$ cat src/rtl/add_sat_pkg.sv
// Shared definitions for the lane-segmented saturating adder pipeline:
// saturation mode encodings and lane bit-position helpers.
package add_sat_pkg;

  localparam logic [1:0] MODE_WRAP     = 2'd0;
  localparam logic [1:0] MODE_DELTA    = 2'd1;
  localparam logic [1:0] MODE_UNSIGNED = 2'd2;
  localparam logic [1:0] MODE_SIGNED   = 2'd3;

  // Absolute bit index of the most significant bit of a given lane.
  function automatic int lane_top_bit(input int lane, input int lw);
    return lane * lw + lw - 1;
  endfunction

endpackage

$ cat src/rtl/add_sat_lane.sv
// One carry-select lane: produces the lane sum for carry-in 0 and carry-in 1.
module add_sat_lane #(
  parameter int LW = 8
) (
  input  logic [LW-1:0] a,
  input  logic [LW-1:0] b,
  output logic [LW-1:0] q_c0,
  output logic [LW-1:0] q_c1,
  output logic          co_c0,
  output logic          co_c1
);

  assign {co_c0, q_c0} = {1'b0, a} + {1'b0, b};
  assign {co_c1, q_c1} = {1'b0, a} + {1'b0, b} + {{LW{1'b0}}, 1'b1};

endmodule

$ cat src/rtl/add_sat_pipe.sv
// Two-stage lane-segmented saturating adder with valid/ready flow control.
// Stage 1 captures carry-select lane sums; stage 2 resolves carries and clamps.
module add_sat_pipe
  import add_sat_pkg::*;
#(
  parameter int LANES = 4,
  parameter int LW    = 8
) (
  input  logic                  sys_clk,
  input  logic                  resetl,
  input  logic                  in_valid,
  output logic                  in_ready,
  input  logic [LANES*LW-1:0]   a,
  input  logic [LANES*LW-1:0]   b,
  input  logic                  cin,
  input  logic [LANES-2:0]      chain,
  input  logic [1:0]            mode,
  output logic                  out_valid,
  input  logic                  out_ready,
  output logic [LANES*LW-1:0]   r,
  output logic                  co,
  output logic [LANES-1:0]      sat_lane,
  input  logic                  sat_clr,
  output logic                  sat_sticky
);

  localparam int W = LANES * LW;

  logic [W-1:0]     q_c0_s, q_c1_s;
  logic [LANES-1:0] co_c0_s, co_c1_s, a_top_s, b_top_s;

  logic [W-1:0]     s1_q0_r, s1_q1_r;
  logic [LANES-1:0] s1_c0_r, s1_c1_r, s1_atop_r, s1_btop_r;
  logic             s1_cin_r, s1_valid_r;
  logic [LANES-2:0] s1_chain_r;
  logic [1:0]       s1_mode_r;

  logic             s1_load_s, s2_load_s;
  logic [LANES-1:0] chain_lo_s, chain_hi_s, lane_cout_s, sat_next_s;
  logic [W-1:0]     sum_s, r_next_s;
  logic [LW-1:0]    clamp_s;
  logic             lane_cin_s, carry_run_s, is_top_s, ovf_here_s;
  logic             seg_ovf_s, seg_carry_s, seg_atop_s;

  for (genvar i = 0; i < LANES; i++) begin : g_lane
    add_sat_lane #(.LW(LW)) u_lane (
      .a     (a[i*LW +: LW]),
      .b     (b[i*LW +: LW]),
      .q_c0  (q_c0_s[i*LW +: LW]),
      .q_c1  (q_c1_s[i*LW +: LW]),
      .co_c0 (co_c0_s[i]),
      .co_c1 (co_c1_s[i])
    );
    assign a_top_s[i] = a[lane_top_bit(i, LW)];
    assign b_top_s[i] = b[lane_top_bit(i, LW)];
  end

  assign s2_load_s = !out_valid || out_ready;
  assign s1_load_s = !s1_valid_r || s2_load_s;
  assign in_ready  = s1_load_s;

  // chain_lo[i]: lane i takes carry from below; chain_hi[i]: lane i is not a segment top
  assign chain_lo_s = {s1_chain_r, 1'b0};
  assign chain_hi_s = {1'b0, s1_chain_r};

  // Stage 1: capture lane sums, top bits and per-beat control
  always_ff @(posedge sys_clk or negedge resetl) begin
    if (!resetl) begin
      s1_valid_r <= 1'b0;
      s1_q0_r    <= '0;
      s1_q1_r    <= '0;
      s1_c0_r    <= '0;
      s1_c1_r    <= '0;
      s1_atop_r  <= '0;
      s1_btop_r  <= '0;
      s1_cin_r   <= 1'b0;
      s1_chain_r <= '0;
      s1_mode_r  <= MODE_WRAP;
    end else if (s1_load_s) begin
      s1_valid_r <= in_valid;
      s1_q0_r    <= q_c0_s;
      s1_q1_r    <= q_c1_s;
      s1_c0_r    <= co_c0_s;
      s1_c1_r    <= co_c1_s;
      s1_atop_r  <= a_top_s;
      s1_btop_r  <= b_top_s;
      s1_cin_r   <= cin;
      s1_chain_r <= chain;
      s1_mode_r  <= mode;
    end
  end

  // Carry resolution: each segment bottom restarts from cin, others ripple the selected carry
  always_comb begin
    sum_s       = '0;
    lane_cout_s = '0;
    lane_cin_s  = 1'b0;
    carry_run_s = s1_cin_r;
    for (int i = 0; i < LANES; i++) begin
      lane_cin_s = chain_lo_s[i] ? carry_run_s : s1_cin_r;
      if (lane_cin_s) begin
        sum_s[i*LW +: LW] = s1_q1_r[i*LW +: LW];
        lane_cout_s[i]    = s1_c1_r[i];
      end else begin
        sum_s[i*LW +: LW] = s1_q0_r[i*LW +: LW];
        lane_cout_s[i]    = s1_c0_r[i];
      end
      carry_run_s = lane_cout_s[i];
    end
  end

  // Segment saturation: walk downward so each lane inherits its segment top's verdict
  always_comb begin
    r_next_s    = sum_s;
    sat_next_s  = '0;
    seg_ovf_s   = 1'b0;
    seg_carry_s = 1'b0;
    seg_atop_s  = 1'b0;
    is_top_s    = 1'b0;
    ovf_here_s  = 1'b0;
    clamp_s     = '0;
    for (int i = LANES - 1; i >= 0; i--) begin
      is_top_s = !chain_hi_s[i];
      case (s1_mode_r)
        MODE_DELTA:    ovf_here_s = s1_btop_r[i] ^ lane_cout_s[i];
        MODE_UNSIGNED: ovf_here_s = lane_cout_s[i];
        MODE_SIGNED:   ovf_here_s = (s1_atop_r[i] == s1_btop_r[i]) &&
                                    (sum_s[lane_top_bit(i, LW)] != s1_atop_r[i]);
        default:       ovf_here_s = 1'b0;
      endcase
      seg_ovf_s   = is_top_s ? ovf_here_s     : seg_ovf_s;
      seg_carry_s = is_top_s ? lane_cout_s[i] : seg_carry_s;
      seg_atop_s  = is_top_s ? s1_atop_r[i]   : seg_atop_s;
      case (s1_mode_r)
        MODE_DELTA:    clamp_s = {LW{seg_carry_s}};
        MODE_UNSIGNED: clamp_s = {LW{1'b1}};
        MODE_SIGNED:   clamp_s = is_top_s ? {seg_atop_s, {(LW-1){~seg_atop_s}}}
                                          : {LW{~seg_atop_s}};
        default:       clamp_s = sum_s[i*LW +: LW];
      endcase
      if (seg_ovf_s) begin
        r_next_s[i*LW +: LW] = clamp_s;
        sat_next_s[i]        = 1'b1;
      end else begin
        r_next_s[i*LW +: LW] = sum_s[i*LW +: LW];
        sat_next_s[i]        = 1'b0;
      end
    end
  end

  // Stage 2: registered result, holds while the consumer stalls
  always_ff @(posedge sys_clk or negedge resetl) begin
    if (!resetl) begin
      out_valid <= 1'b0;
      r         <= '0;
      co        <= 1'b0;
      sat_lane  <= '0;
    end else if (s2_load_s) begin
      out_valid <= s1_valid_r;
      if (s1_valid_r) begin
        r        <= r_next_s;
        co       <= lane_cout_s[LANES-1];
        sat_lane <= sat_next_s;
      end
    end
  end

  // Sticky saturation status; a saturating transfer beats a simultaneous clear
  always_ff @(posedge sys_clk or negedge resetl) begin
    if (!resetl) begin
      sat_sticky <= 1'b0;
    end else if (out_valid && out_ready && (|sat_lane)) begin
      sat_sticky <= 1'b1;
    end else if (sat_clr) begin
      sat_sticky <= 1'b0;
    end
  end

endmodule

$ cat config.mk
export PLATFORM = sky130hd
export DESIGN_NAME = add_sat_pipe
export DESIGN_NICKNAME = d
export VERILOG_FILES = /design/src/rtl/add_sat_pkg.sv /design/src/rtl/add_sat_lane.sv /design/src/rtl/add_sat_pipe.sv
export SDC_FILE = /design/constraint.sdc
export NUM_CORES = 1
export LEC_CHECK = 0
export ABC_CLOCK_PERIOD_IN_PS = 4800
export CAP_MARGIN = 20
export CORE_MARGIN = 5
export CORE_UTILIZATION = 59
export DETAILED_ROUTE_END_ITERATION = 10
export PLACE_DENSITY = 0.85
export SLEW_MARGIN = 20
export SYNTH_ARGS = -nofsm -noshare
export SYNTH_HDL_FRONTEND = slang
export SYNTH_SLANG_ARGS = --single-unit
export TNS_END_PERCENT = 100
$ cat constraint.sdc
create_clock -name sys_clk -period 4.8 [get_ports sys_clk]
set_clock_uncertainty 0.1 [all_clocks]
set_input_delay 0.48 -clock sys_clk [delete_from_list [all_inputs] [get_ports sys_clk]]
set_output_delay 0.48 -clock sys_clk [all_outputs]
set_load 0.005 [all_outputs]
==> flow_metrics.py <==
metrics = {
    "outcome": {
        "outcome": "completed",
    },
    "floorplanning": {
        "core_area_um2": 12700,
        "fp.dieH_um": 124,
        "rows": 41,
        "die_area_um2": 15400,
        "dieWidth_um": 124,
        "ios": 115,
        "start_util_pct": 60.6,
    },
    "routing": {
        "routed_wl_um": 19400,
        "routed-via-count": 6298,
        "route.detailed.drc": 0,
        "drt_iter0_markers": 468,
        "wire_per_inst_um": 18.5,
        "firstDrtPassIters": 5,
        "vias_per_cell": 6.02,
        "ant_nets": 0,
    },
    "pwr": {
        "p_sw_share_pct": 31.3,
        "irDropWorstVdd_mv": 0.270,
        "p_sw_w": 0.00138,
        "p_leak_nw": 4.05,
        "p_comb_share_pct": 31.1,
        "p_seq_share_pct": 36.3,
        "powerDensity_nw_per_um2": 461,
        "power_frac_clock_pct": 32.6,
        "p_int_w": 0.00303,
    },
    "worst_setup_path": {
        "critical-path-max-stage-delay_ps": 880,
        "r2r-end": "r[1]",
        "start_kind": "flop",
        "crit_end": "r[1]",
        "crit_buf_inv": 1,
        "setup.worst_path.start": "s1_cin_r",
        "crit_chain": "inv_1, a32oi_2, a32oi_1, nor2_1, mux2i_1, o31ai_2, o2bb2ai_2, a21oi_1, a311oi_1",
        "critPathTopFamily": "compound AO/OA/AOI/OAI gates",
        "cp_max_fo": 25,
        "critical_path_class": "reg2reg",
        "slowest_stage": "dfrtp_1",
        "cp.depth": 9,
        "crit_arrival_ps": 4150,
        "reg2regPathDepth": 9,
        "cp.required_ps": 5010,
        "r2r-start": "s1_cin_r",
        "rrSetupSlack_ps": 860,
        "end_kind": "flop",
    },
    "cts": {
        "cts-htree-levels": 4,
        "cts_inserted_buffers": 17,
        "clkLatencyLatePin_ps": 430,
        "clk_pin_slew_worst_paths_ps": 50,
        "tritoncts": "done",
        "cts_resized": 0,
        "holdBufCountCts": 0,
        "clock-root-buffer": "clkbuf_16",
        "cts_max_path_buffers": 2,
        "post_cts_buffers": 0,
        "clock_sinks": 126,
    },
    "grt": {
        "grt_max_degree": 128,
        "grt_use_met3_pct": 5.95,
        "grt.busiest_layer": "met2",
        "grt_pass1_vias": 6632,
        "antenna_found_initial": 0,
        "grtUsageTotal_pct": 26.9,
        "grt_pass1_wl_um": 32200,
        "met2_usage_pct": 45.2,
        "gr-total-overflow": 0,
        "use_met1_pct": 33.8,
    },
    "hold_path": {
        "hp-class": "in2async",
    },
    "timing": {
        "fin_crit_sh_pct": 82.1,
        "setup_viol": 0,
        "fmaxAchievable_mhz": 254,
        "rsz0062_at_grt": "no",
        "slew_violations": 0,
        "worstMarginPinSlew_ps": 925,
        "relSlewSlack_pct": 38.3,
        "finalHoldViolCount": 0,
        "layout_min_cycle_time_ps": 3940,
        "tns_ps": 0,
    },
    "placed_design": {
        "placed_area_um2": 8910,
        "portBuffers": 114,
        "place.gp.congestion": 0.857,
        "dpl.hpwl_um": 13800,
    },
    "yosys": {
        "synth_flop_cell": "dfrtp_1",
        "ys_seq_area_share_pct": 41.0,
        "synth.top_cells.by_area": "dfrtp_1 (41%), mux2_2 (8.1%), ha_1 (5.9%), a21oi_1 (4.4%), mux2i_1 (4.0%)",
        "synth_edf_count": 0,
        "async_flop_share_pct": 100,
        "avgSynthCellArea_um2": 10.1,
        "yosys_warnings": 0,
        "ys_ff_latch": 126,
        "yosysTopAreaCell": "dfrtp_1",
        "syn_inst": 762,
        "syn_nets": 877,
        "syn_area_um2": 7680,
        "ys_types": 72,
        "synth_top_area_share_pct": 41.0,
    },
    "final_layout": {
        "syn_to_final_growth_pct": 24.6,
        "multiInputGateArea_um2": 4280,
        "layout-drive-gt1-share_pct": 13.3,
        "design_area_um2": 9570,
        "register_area_um2": 3150,
        "antenna_cells": 0,
        "fill_cells": 842,
        "nets": 976,
    },
    "job": {
        "maxCapViolCount": 0,
    },
}
[synthesized netlist by cell type (all sizes together) (6+ instances only)]
cell,count
a21oi,68
ha,36
clkbuf,27
nand2b,6
o21ai,24
nor3,11
xor2,22
a21o,13
and2,13
nor2,70
buf,13
inv,18
mux2,55
a311oi,10
xnor2,32
o21bai,12
nor2b,7
dfrtp,126
nand2,53
nand3,23
mux2i,32
a211oi,11
o211ai,8
[flip-flops by register name, summed over array words and instances (netlist names)]
signal      count
s1_q1_r        32
out_valid       1
s1_q0_r        32
s1_valid_r      1
s1_mode_r       2
s1_c0_r         4
sat_lane        4
s1_cin_r        1
s1_chain_r      3
sat_sticky      1
r              32
s1_btop_r       4
s1_c1_r         4
s1_atop_r       4
co              1
[layout by cell type (no fill, tap or decap), types with 13 or more instances in the layout]
| master | count |
|---|---|
| xor2_1 | 22 |
| a21o_1 | 13 |
| ha_1 | 36 |
| clkdlybuf4s50_1 | 113 |
| dfrtp_1 | 126 |
| nand2_1 | 52 |
| nor2_1 | 69 |
| mux2i_1 | 31 |
| a21oi_1 | 68 |
| clkbuf_16 | 17 |
| o21ai_0 | 23 |
| mux2_2 | 55 |
| nand3_1 | 23 |
| inv_1 | 18 |
| xnor2_1 | 32 |
[stage by stage]
| step | std cells | util (%) | worst slack, ps | total power [W] | hold slack [ps] |
|---|---|---|---|---|---|
| 2_1_floorplan | 762 | - | 2130 | 0.00236 | 84.4 |
| 3_3_place_gp | 1014 | 70.3 | 1280 | 0.00288 | 361 |
| 3_5_place_dp | 1014 | 70.3 | 1010 | 0.00296 | 367 |
| 4_1_cts | 1046 | 75.6 | 946 | 0.00442 | 93.2 |
| 5_1_grt | 1046 | 75.6 | 629 | 0.00464 | 125 |
| 6_report | 1046 | 75.6 | 860 | 0.00441 | 79.3 |
[metal layers]
| layer | wire length, um | vias up | part of all wire [%] |
|---|---|---|---|
| met3 | 1160 | 50 | 6.0 |
| met1 | 8030 | 3082 | 41 |
| met4 | 460 | 0 | 2.4 |
| met2 | 9750 | 219 | 50 |
| li1 | - | 2947 | - |
| met5 | 0 | - | 0 |
[power by group through the flow]
stage | Clock (W) | Combinational, W | Sequential (W)
2_1_floorplan | 0 | 0.000845 | 0.00152
3_3_place_gp | 0 | 0.00129 | 0.00159
3_5_place_dp | 0 | 0.00135 | 0.00161
4_1_cts | 0.00145 | 0.00138 | 0.00160
5_1_grt | 0.00150 | 0.00150 | 0.00164
6_report | 0.00144 | 0.00137 | 0.00160
[worst reg2reg max path: stages (launching register included)]
cell	delay, ps
dfrtp_1	880
inv_1	300
a32oi_2	330
a32oi_1	160
nor2_1	310
mux2i_1	170
o31ai_2	510
o2bb2ai_2	360
a21oi_1	360
a311oi_1	340
[layout make-up]
class	instances	share of cell area (%)
well taps	172	2.25
repair buffers	120	12.5
multi-input cells	578	44.7
flip-flops and latches	126	32.9
clock inverters	12	2.18
clock buffers	20	4.77
inverters	18	0.706
[how the worst min path moves through the flow]
stage | start | to | slack, ps
final | resetl | s1_q1_r[10] | 80
after CTS | resetl | r[9] | 90
after global placement | r[24] | r[24] | 360
after global routing | resetl | s1_q1_r[10] | 130
after floorplan | resetl | co | 80
after detailed placement | r[24] | r[24] | 370
[cell families after synthesis]
| group | after synthesis | synth area share [%] |
|---|---|---|
| AOI/OAI and AO/OA | 186 | 17.2 |
| DFF | 126 | 41.0 |
| xor gates and xnor gates | 54 | 6.16 |
| muxes | 87 | 12.3 |
| adders and majority gates | 40 | 6.91 |
| and+or+nand+nor | 211 | 13.1 |
| buffers and inverters | 58 | 3.31 |
Note: power is estimated with default switching activity, not from simulation.
